===== src/rtl/image_buffer_pkg.sv =====
// Shared types and constants for the camera frame buffer arbiter.
package image_buffer_pkg;

   typedef enum logic [1:0] {
      ST_IDLE    = 2'd0,
      ST_CAPTURE = 2'd1,
      ST_DONE    = 2'd2
   } state_e;

   localparam int unsigned LAST_WORD_ADDRESS = 16383;
   localparam int unsigned READ_LATENCY      = 3;

endpackage


===== src/rtl/image_buffer_arbiter.sv =====
// Arbitrates camera word writes and host byte reads onto one
// single-port frame buffer, with a one-entry skid for write stalls.
module image_buffer_arbiter
   import image_buffer_pkg::*;
(
   input  logic        clock_in,
   input  logic        reset_n_in,
   input  logic        capture_start_in,
   input  logic [31:0] pixel_data_in,
   input  logic        pixel_valid_in,
   input  logic        frame_end_in,
   input  logic        read_request_in,
   input  logic [15:0] read_address_in,
   output logic        read_ready_out,
   output logic [7:0]  read_data_out,
   output logic        read_valid_out,
   output logic        capture_done_out,
   output logic [14:0] word_count_out,
   output logic        overflow_out,
   output logic [15:0] buffer_write_address_out,
   output logic [15:0] buffer_read_address_out,
   output logic [31:0] buffer_write_data_out,
   output logic        buffer_write_read_n_out,
   input  logic [7:0]  buffer_read_data_in
);

   localparam logic [14:0] LAST_WORD = 15'(LAST_WORD_ADDRESS);

   state_e                  state_q, state_d;
   logic [14:0]             word_count_q, word_count_d;
   logic                    overflow_q, overflow_d;
   logic                    skid_full_q, skid_full_d;
   logic [31:0]             skid_data_q, skid_data_d;
   logic [READ_LATENCY-1:0] rd_pipe_q, rd_pipe_d;
   logic [15:0]             rd_addr_q, rd_addr_d;
   logic [7:0]              rd_data_q, rd_data_d;
   logic                    ready_en_q;

   logic        in_word;
   logic        wr_slot;
   logic        wr_req;
   logic        wr_en;
   logic [31:0] wr_data;
   logic        accept;

   assign read_ready_out = ready_en_q && !(|rd_pipe_q)
                           && !skid_full_q && !pixel_valid_in;
   assign accept         = read_request_in && read_ready_out;

   always_comb begin
      state_d      = state_q;
      word_count_d = word_count_q;
      overflow_d   = overflow_q;
      skid_full_d  = skid_full_q;
      skid_data_d  = skid_data_q;
      wr_req       = 1'b0;
      wr_en        = 1'b0;
      wr_data      = pixel_data_in;
      in_word      = pixel_valid_in && (state_q == ST_CAPTURE);
      // The read address cycle owns the buffer port.
      wr_slot      = !rd_pipe_q[0];

      if (skid_full_q) begin
         if (wr_slot) begin
            wr_req      = 1'b1;
            wr_data     = skid_data_q;
            skid_full_d = in_word;
            skid_data_d = pixel_data_in;
         end
      end else if (in_word) begin
         if (wr_slot) begin
            wr_req = 1'b1;
         end else begin
            skid_full_d = 1'b1;
            skid_data_d = pixel_data_in;
         end
      end

      if (wr_req) begin
         if (word_count_q > LAST_WORD) begin
            overflow_d = 1'b1;
         end else begin
            wr_en        = 1'b1;
            word_count_d = word_count_q + 15'd1;
         end
      end

      unique case (state_q)
         ST_CAPTURE: begin
            if (frame_end_in) state_d = ST_DONE;
         end
         default: begin
            if (capture_start_in) begin
               state_d      = ST_CAPTURE;
               word_count_d = '0;
               overflow_d   = 1'b0;
            end
         end
      endcase

      rd_pipe_d = {rd_pipe_q[READ_LATENCY-2:0], accept};
      rd_addr_d = accept ? read_address_in : rd_addr_q;
      rd_data_d = rd_pipe_q[1] ? buffer_read_data_in : rd_data_q;
   end

   always_ff @(posedge clock_in) begin
      if (!reset_n_in) begin
         state_q      <= ST_IDLE;
         word_count_q <= '0;
         overflow_q   <= 1'b0;
         skid_full_q  <= 1'b0;
         skid_data_q  <= '0;
         rd_pipe_q    <= '0;
         rd_addr_q    <= '0;
         rd_data_q    <= '0;
         ready_en_q   <= 1'b0;
      end else begin
         state_q      <= state_d;
         word_count_q <= word_count_d;
         overflow_q   <= overflow_d;
         skid_full_q  <= skid_full_d;
         skid_data_q  <= skid_data_d;
         rd_pipe_q    <= rd_pipe_d;
         rd_addr_q    <= rd_addr_d;
         rd_data_q    <= rd_data_d;
         ready_en_q   <= 1'b1;
      end
   end

   assign read_data_out            = rd_data_q;
   assign read_valid_out           = rd_pipe_q[READ_LATENCY-1];
   assign capture_done_out         = (state_q == ST_DONE) && !skid_full_q;
   assign word_count_out           = word_count_q;
   assign overflow_out             = overflow_q;
   assign buffer_write_address_out = {2'b00, word_count_q[13:0]};
   assign buffer_read_address_out  = rd_addr_q;
   assign buffer_write_data_out    = wr_en ? wr_data : '0;
   assign buffer_write_read_n_out  = wr_en;

endmodule


===== config.mk =====
export PLATFORM = sky130hd
export DESIGN_NAME = image_buffer_arbiter
export DESIGN_NICKNAME = d
export VERILOG_FILES = /design/src/rtl/image_buffer_pkg.sv /design/src/rtl/image_buffer_arbiter.sv
export SDC_FILE = /design/constraint.sdc
export NUM_CORES = 1
export LEC_CHECK = 0
export ABC_AREA = 1
export ABC_CLOCK_PERIOD_IN_PS = 5700
export BUFFER_PORTS_ARGS = -buffer_cell sky130_fd_sc_hd__buf_2
export CORE_UTILIZATION = 38
export CTS_CLUSTER_DIAMETER = 120
export CTS_CLUSTER_SIZE = 16
export DETAILED_ROUTE_END_ITERATION = 6
export PLACE_DENSITY = 0.71
export SLEW_MARGIN = 15
export SYNTH_ARGS = -nofsm -noshare
export SYNTH_HDL_FRONTEND = slang
export SYNTH_SLANG_ARGS = --single-unit

===== constraint.sdc =====
create_clock -name clock_in -period 5.7 [get_ports clock_in]
set_clock_uncertainty 0.15 [all_clocks]
set_input_delay 1.14 -clock clock_in [delete_from_list [all_inputs] [get_ports clock_in]]
set_output_delay 1.14 -clock clock_in [all_outputs]
set_load 0.05 [all_outputs]

; ---- After elaboration in Yosys (flattened, before gate mapping)
; Cells that the tools add are included.
[totals]
inputBits = 62
reg_bits = 79
word_cells = 56
[op_classes]
order_cmp = 1
eq_ne = 4
muxes = 27
reduce_logical = 14
n_addsub = 1
[ops]
columns = op, n
row1 = $mux 32, 6
row2 = $mux 15, 4
row3 = $add 15x1->15 const B, 1
row4 = $gt 15x14->1 const B, 1
row5 = $mux 1, 14
row6 = $logic_and 1x1->1, 6
row7 = $mux 2, 3
row8 = $ne 2x2->1 const B, 2
row9 = $reduce_and 2->1, 2
row10 = $reduce_bool 2->1, 2
row11 = $logic_not 1->1, 3
row12 = $reduce_or 3->1, 1
row13 = $eq 2x1->1 const B, 1
row14 = $eq 2x2->1 const B, 1

; ---- Longest topological paths before layout
; Gate-level depths: netlist of the first run.
[depth]
word_depth = 7
mapped_depth = 12
depth_no_buf = 12

; ---- Worst setup path after synthesis of the first run
; OpenSTA, ideal clock, no wires.
[synth_timing]
path_kind = register to output
start = register word_count_q[1] (netlist: word_count_out[1])
end = output port buffer_write_data_out[0]
t_arrival_ns = 2.621
path_stages_with_launch = 10
n_path_buf = 0
setup_slack_ns = 1.789
t_required_ns = 4.410
path_cell_list = dfxtp_1 -> ha_1 -> nand3_1 -> inv_1 -> nand2_2 -> nor2_4 -> nand2_2 -> nand2_4 -> nand2_4 -> nor3_1
[synth_via]
elab_chain_cells = 4
[synth_rtl]
columns = item, line
row1 = start: declaration, image_buffer_arbiter.sv:30  ; logic [14:0] word_count_q, word_count_d;
row2 = start signal: assignment, image_buffer_arbiter.sv:119  ; word_count_q <= word_count_d;
row3 = $gt 15x14->1, image_buffer_arbiter.sv:80  ; if (word_count_q > LAST_WORD) begin
row4 = $mux 1, image_buffer_arbiter.sv:80
row5 = $mux 1, image_buffer_arbiter.sv:79  ; if (wr_req) begin
row6 = $mux 32, image_buffer_arbiter.sv:137  ; assign buffer_write_data_out = wr_en ? wr_data : '0;
row7 = end: declaration, image_buffer_arbiter.sv:22  ; output logic [31:0] buffer_write_data_out,
; No other way between the ends.

; ---- Final worst setup path of the first run
[layout_timing]
start = input port pixel_valid_in
end = output port buffer_write_read_n_out
[layout_via]
elab_chain_cells = 4
[layout_rtl]
columns = item, line
row1 = start: declaration, image_buffer_arbiter.sv:10  ; input logic pixel_valid_in,
row2 = $logic_and 1x1->1, image_buffer_arbiter.sv:59  ; in_word = pixel_valid_in && (state_q == ST_CAPTURE);
row3 = $mux 1, image_buffer_arbiter.sv:70  ; end else if (in_word) begin
row4 = $mux 1, image_buffer_arbiter.sv:63  ; if (skid_full_q) begin
row5 = $mux 1, image_buffer_arbiter.sv:79
row6 = end: declaration, image_buffer_arbiter.sv:23  ; output logic buffer_write_read_n_out,
; No other way between the ends.

==> results.py, run 1 <==
metrics = {
    "run_status": {
        "status": "finished, final reports clean",
    },
    "sta": {
        "final-setup-viol-count": 0,
        "fin_crit_sh_pct": 67.55,
        "relSlewSlack_pct": 25.65,
        "finalMaxSlewViolations": 0,
        "rsz0062_at_grt": "false",
        "period_needed_ns": 3.850,
        "hold_ws_ns": 0.3374,
        "hold_viol_final": 0,
        "tns_ns": 0,
        "max_freq_mhz": 259.7,
        "worstMarginPinSlew_ns": 1.114,
    },
    "logic_synthesis": {
        "yosys.area.top_type_share_pct": 40.08,
        "synthTopCellsByCount": "nor2_1, dfxtp_1, nand2_1",
        "synth_edf_count": 0,
        "yosysMostFrequentCell": "nor2_1",
        "syn-cell-area_um2": 3946,
        "synthArstFlopShare_pct": 0,
        "yosysTopAreaCell": "dfxtp_1",
        "postSynthCellCount": 579,
        "synthDistinctLibCells": 29,
        "synthTopCellsByArea": "dfxtp_1, nor2_1, o21ai_0",
        "yosysWarnings": 0,
        "synth_seq_cells": 79,
        "avgSynthCellArea_um2": 6.816,
        "yosysSeqAreaShare_pct": 40.08,
        "synth_ff_type": "dfxtp_1",
    },
    "cts": {
        "path_clk_slew_ns": 0.08,
        "cts_num_sinks": 79,
        "clockBufferDepth": 2,
        "post_cts_buffers": 0,
        "cts_root_buf": "clkbuf_8",
        "cts_tree": "built",
        "clock_latency_ns": 0.34,
        "postCtsResizedCells": 0,
        "htreeDepth": 3,
        "cts_buffers": 9,
        "cts_hold_buf": 0,
    },
    "power": {
        "leakage_nw": 2.503,
        "combPwrFrac_pct": 14.8,
        "p_int_uw": 823.1,
        "power.density_nw_per_um2": 241.1,
        "ir_drop_uv": 137.7,
        "pwr-share-clk_pct": 36.1,
        "p_sw_uw": 336.6,
        "total_power_mw": 1.160,
        "p_sw_share_pct": 29.03,
        "p_seq_share_pct": 49.1,
    },
    "layout": {
        "regArea_um2": 1582,
        "diodes": 0,
        "final_nets": 763,
        "final_cells": 838,
        "fill_cells": 1048,
        "drive_gt1_share_pct": 29.65,
        "design_area_um2": 4811,
        "multi_input_comb_area_um2": 1878,
        "area_delta_synth_final_pct": 21.91,
    },
    "detailed_routing": {
        "viasPerCell": 4.736,
        "route.detailed.drc": 0,
        "drt_wl_total_mm": 9.686,
        "drt_iter0_drc": 167,
        "drtAntennaViolNets": 0,
        "vias": 3969,
        "wire_per_inst_um": 11.56,
        "drtPass1Iterations": 5,
    },
    "floorplanning": {
        "core_area_um2": 9910,
        "start_util_pct": 39.82,
        "die_h_um": 103.9,
        "pin_count": 154,
        "rows": 36,
        "die_area_um2": 10800,
        "chipWidth_um": 103.9,
    },
    "global_route": {
        "grt.overflow.total": 0,
        "grt_pass1_wl_mm": 16.21,
        "grt_max_degree": 61,
        "grt_pass1_vias": 3574,
        "grt_use_total_pct": 18.05,
        "antenna_found_initial": 0,
    },
    "placement": {
        "dpl.hpwl_mm": 6.882,
        "portBuffers": 151,
        "placed_cell_area_um2": 4612,
        "place.gp.congestion": 0.8103,
        "place_inst": 822,
    },
    "min_path": {
        "hold_depth": 2,
        "holdCritPathClass": "reg2reg",
    },
    "worst_setup_path": {
        "cp-start-kind": "input port",
        "cp-end-kind": "output port",
        "critical_path_arrival_ns": 2.56,
        "worstRegToRegCells": 5,
        "path_class": "in2out",
        "cp.required_ns": 4.41,
        "worst-path-max-fanout": 34,
    },
    "job": {
        "drv_cap": 0,
    },
}
routing by layer:
| metal | global-route usage (%) | vias to the layer above | wire length, µm |
|---|---|---|---|
| met2 | 32.52 | 112 | 4819 |
| met1 | 20.85 | 1810 | 4300 |
| met3 | 4.386 | 8 | 445 |
| met4 | 5.816 | 0 | 120 |
| met5 | 0 | - | 0 |
| li1 | - | 2039 | - |
worst paths after layout:
path                                                              start                                      end  slack, ns
worst max-delay path                                     pixel_valid_in                  buffer_write_read_n_out       1.85
worst max register to register                  rd_pipe_q[1]$_SDFF_PN0_  buffer_read_address_out[8]$_SDFFE_PN0P_       3.50
worst min-delay path            buffer_read_address_out[9]$_SDFFE_PN0P_  buffer_read_address_out[9]$_SDFFE_PN0P_       0.34
worst min register to register  buffer_read_address_out[9]$_SDFFE_PN0P_  buffer_read_address_out[9]$_SDFFE_PN0P_       0.34
worst max-delay path, cell delays in order:
cell      delay [ns]
buf_2           0.12
nand2_1         0.08
nand2_1         0.05
nand2_1         0.19
clkinv_4        0.20
nand2_4         0.42
inv_1           0.11
buf_2           0.23
stage by stage:
stage	worst slack [ns]	util, %
2_1_floorplan	1.789	-
3_3_place_gp	1.904	46.54
3_5_place_dp	1.842	46.54
4_1_cts	1.797	48.55
5_1_grt	1.617	48.55
6_report	1.850	48.55
power groups by stage:
stage | sequential [mW] | combinational (mW) | clock (mW)
2_1_floorplan | 0.608 | 0.0995 | 0
3_3_place_gp | 0.582 | 0.169 | 0
3_5_place_dp | 0.582 | 0.172 | 0
4_1_cts | 0.569 | 0.172 | 0.435
5_1_grt | 0.571 | 0.185 | 0.457
6_report | 0.569 | 0.171 | 0.419
cell families (layout without fill, tap and decap cells):
group	Yosys count	after routing	share of synthesized area (%)
AOI/OAI and AO/OA	83	83	10.91
and+or+nand+nor	315	315	36.18
buffers and inverters	100	225	12.43
adders and majority gates	1	1	0.3170
DFF	79	79	40.08
other	1	2	0.09503
cell usage in the layout, fill, tap and decap left out, types with 7 or more instances in the layout:
| cell type | count |
|---|---|
| nor3_2 | 22 |
| buf_2 | 151 |
| dfxtp_1 | 79 |
| nand3_1 | 23 |
| a21oi_1 | 13 |
| nor2_1 | 180 |
| nor3_1 | 7 |
| nand2_1 | 65 |
| nor2_2 | 8 |
| o21ai_0 | 63 |
| inv_1 | 53 |
| clkbuf_8 | 10 |
final cells by class:
class                      count  share of cell area (%)
clock buffer                  11                   2.939
clock inverter                 5                   1.196
inverter                      56                   4.473
multi-input combinational    401                   39.04
sequential                    79                   32.87
tap                          133                   3.459
timing repair buffer         153                   16.02
flip-flops by register name (all words and copies together) (netlist names):
| signal | cells |
|---|---|
| skid_data_q | 32 |
| rd_pipe_q | 3 |
| overflow_out | 1 |
| state_q | 2 |
| ready_en_q | 1 |
| word_count_out | 15 |
| skid_full_q | 1 |
| read_data_out | 8 |
| buffer_read_address_out | 16 |
No activity file was read; power rests on OpenSTA's default activity.
==> run 2, diff against run 1 <==
ABC_CLOCK_PERIOD_IN_PS = 3400   (was 5700)
PLACE_DENSITY = 0.73   (was 0.71)
clock period = 3.4 ns   (was 5.7 ns; I/O delays follow)
==> run 2 against run 1 <==
Clock power rose by 67%. Register-to-register slack got worse by 2.3 ns. Sequential share of layout area fell by 0.25 points. Worst hold slack got worse by 0.0033 ns. Sequential power rose by 68%. Wire length rose by 0.32%. Non-clock buffer count rose by 5. Highest routed layer unchanged. Critical endpoint is now buffer_write_data_out[16]. Global-route usage rose by 0.065 points.
==> results.py, run 2 (synthesized netlist as in run 1, its figures left out) <==
metrics = {
    "power": {
        "leakage_nw": 2.525,
        "ir_drop_uv": 225.8,
        "power.density_nw_per_um2": 401.4,
    },
    "sta": {
        "finalMaxSlewViolations": 0,
        "fin_crit_sh_pct": 91.85,
        "rsz0062_at_grt": "false",
        "final-setup-viol-count": 0,
        "period_needed_ns": 3.123,
        "max_freq_mhz": 320.2,
        "relSlewSlack_pct": 66.45,
        "worstMarginPinSlew_ns": 0.5032,
        "hold_viol_final": 0,
    },
    "layout": {
        "largest_register": "skid_data_q",
        "layout_common_cells": "nor2_1, buf_2, dfxtp_1",
        "multi_input_comb_area_um2": 1878,
        "largest_reg_flops": 32,
        "final_nets": 768,
        "drive_gt1_share_pct": 30.14,
        "area_delta_synth_final_pct": 22.86,
        "final_cells": 843,
        "design_area_um2": 4848,
        "layout_commonest_cell": "nor2_1",
        "diodes": 0,
        "fill_cells": 1042,
        "regArea_um2": 1582,
    },
    "detailed_routing": {
        "drtAntennaViolNets": 0,
        "drt_iter0_drc": 146,
        "wire_per_inst_um": 11.53,
        "viasPerCell": 4.747,
        "drtPass1Iterations": 5,
        "route.detailed.drc": 0,
        "drt_wl_total_mm": 9.717,
        "vias": 4002,
    },
    "worst_setup_path": {
        "path_buf_inv": 2,
        "path_class": "reg2out",
        "critPathMaxStageDelay_ns": 0.40,
        "worst-path-max-fanout": 34,
        "cp-startpoint": "word_count_out[1]$_SDFF_PN0_",
        "crit_family": "simple AND/OR/NAND/NOR gates",
        "r2r_setup_slack_ns": 1.24,
        "path_cells": "ha_1 -> nand3_1 -> inv_1 -> nand2_2 -> nor2_4 -> nand2_2 -> nand2_4 -> nand2_4 -> nor3_2 -> buf_2",
        "cp.required_ns": 2.57,
        "r2r_end": "skid_data_q[27]$_SDFFE_PN0P_",
        "cp-end-kind": "output port",
        "r2r_start": "skid_full_q$_SDFF_PN0_",
        "critical_path_arrival_ns": 2.29,
        "crit_end": "buffer_write_data_out[16]",
        "cp-start-kind": "flop",
        "slowest_stage": "dfxtp_1",
        "worstRegToRegCells": 9,
        "cp.depth": 10,
    },
    "floorplanning": {
        "rows": 36,
        "chipWidth_um": 103.9,
        "core_area_um2": 9910,
        "die_area_um2": 10800,
        "start_util_pct": 39.82,
        "pin_count": 154,
        "die_h_um": 103.9,
    },
    "global_route": {
        "grt_max_degree": 42,
        "grt_pass1_wl_mm": 16.34,
        "antenna_found_initial": 0,
        "grt.overflow.total": 0,
        "grt_pass1_vias": 3682,
        "grt_use_total_pct": 18.11,
    },
    "placement": {
        "portBuffers": 151,
        "dpl.hpwl_mm": 6.926,
        "place.gp.congestion": 0.8344,
        "place_inst": 827,
        "placed_cell_area_um2": 4649,
    },
    "cts": {
        "cts_buffers": 9,
        "cts_root_buf": "clkbuf_8",
        "cts_hold_buf": 0,
        "postCtsResizedCells": 0,
        "path_clk_slew_ns": 0.08,
        "clock_latency_ns": 0.34,
        "htreeDepth": 3,
        "clockBufferDepth": 2,
        "cts_num_sinks": 79,
        "cts_tree": "built",
        "post_cts_buffers": 0,
    },
    "run_status": {
        "status": "finished, final reports clean",
    },
    "job": {
        "drv_cap": 0,
    },
    "min_path": {
        "holdCritPathClass": "reg2reg",
    },
}
## run 2: cell types whose count changed in the layout (fill, tap and decap cells not counted), sizes merged
cell | before | now
buf | 153 | 158
## run 2: metrics by stage
step / power (mW) / setup slack (ns) / TNS (ns) / util (%) / hold slack, ns
3_3_place_gp: 1.261 / 0.5080 / 0 / 46.92 / 0.3141
6_report: 1.946 / 0.2772 / 0 / 48.93 / 0.3342
4_1_cts: 1.969 / 0.2505 / 0 / 48.93 / 0.3358
3_5_place_dp: 1.268 / 0.4526 / 0 / 46.92 / 0.3175
5_1_grt: 2.042 / 0.07365 / 0 / 48.93 / 0.3632
2_1_floorplan: 1.187 / -0.05071 / -0.1014 / - / 0.3060
## run 2: cell type report
| cell class | count | area share, % |
|---|---|---|
| multi-input cells | 401 | 38.74 |
| repair buffers | 158 | 16.67 |
| clock buffers | 11 | 2.916 |
| well taps | 133 | 3.432 |
| flip-flops and latches | 79 | 32.62 |
| clock inverters | 5 | 1.187 |
| inverters | 56 | 4.439 |
## run 2: worst min path at each step
stage,depth (start not counted),slack (ns),to,start
4_1_cts,2,0.34,buffer_read_address_out[10]$_SDFFE_PN0P_,buffer_read_address_out[10]$_SDFFE_PN0P_
6_report,2,0.33,buffer_read_address_out[10]$_SDFFE_PN0P_,buffer_read_address_out[10]$_SDFFE_PN0P_
5_1_grt,2,0.36,buffer_read_address_out[4]$_SDFFE_PN0P_,buffer_read_address_out[4]$_SDFFE_PN0P_
2_1_floorplan,2,0.31,rd_pipe_q[1]$_SDFF_PN0_,rd_pipe_q[0]$_SDFF_PN0_
3_3_place_gp,2,0.31,buffer_read_address_out[15]$_SDFFE_PN0P_,buffer_read_address_out[15]$_SDFFE_PN0P_
3_5_place_dp,2,0.32,buffer_read_address_out[10]$_SDFFE_PN0P_,buffer_read_address_out[10]$_SDFFE_PN0P_
## run 2: layer usage
metal	part of all wire (%)	wire length, µm	GRT usage (%)	vias to the layer above
li1	-	-	-	2041
met1	45	4373	21.46	1831
met2	48	4669	31.57	110
met3	4.3	415	3.321	20
met4	2.7	258	8.469	0
met5	0	0	0	-
## run 2: worst register-to-register path: cells and delay by family (launching register included)
| kind | cells | cell delay (ns) |
|---|---|---|
| simple gates | 4 | 0.43 |
| buf+inv | 4 | 0.99 |
| compound gates | 1 | 0.09 |
| flops | 1 | 0.40 |
## run 2: report_power, final
group | internal [mW] | switching (mW) | total (mW)
Clock | 0.358 | 0.343 | 0.701
Sequential | 0.944 | 0.0105 | 0.954
Combinational | 0.0797 | 0.211 | 0.291
Total | 1.38 | 0.564 | 1.95
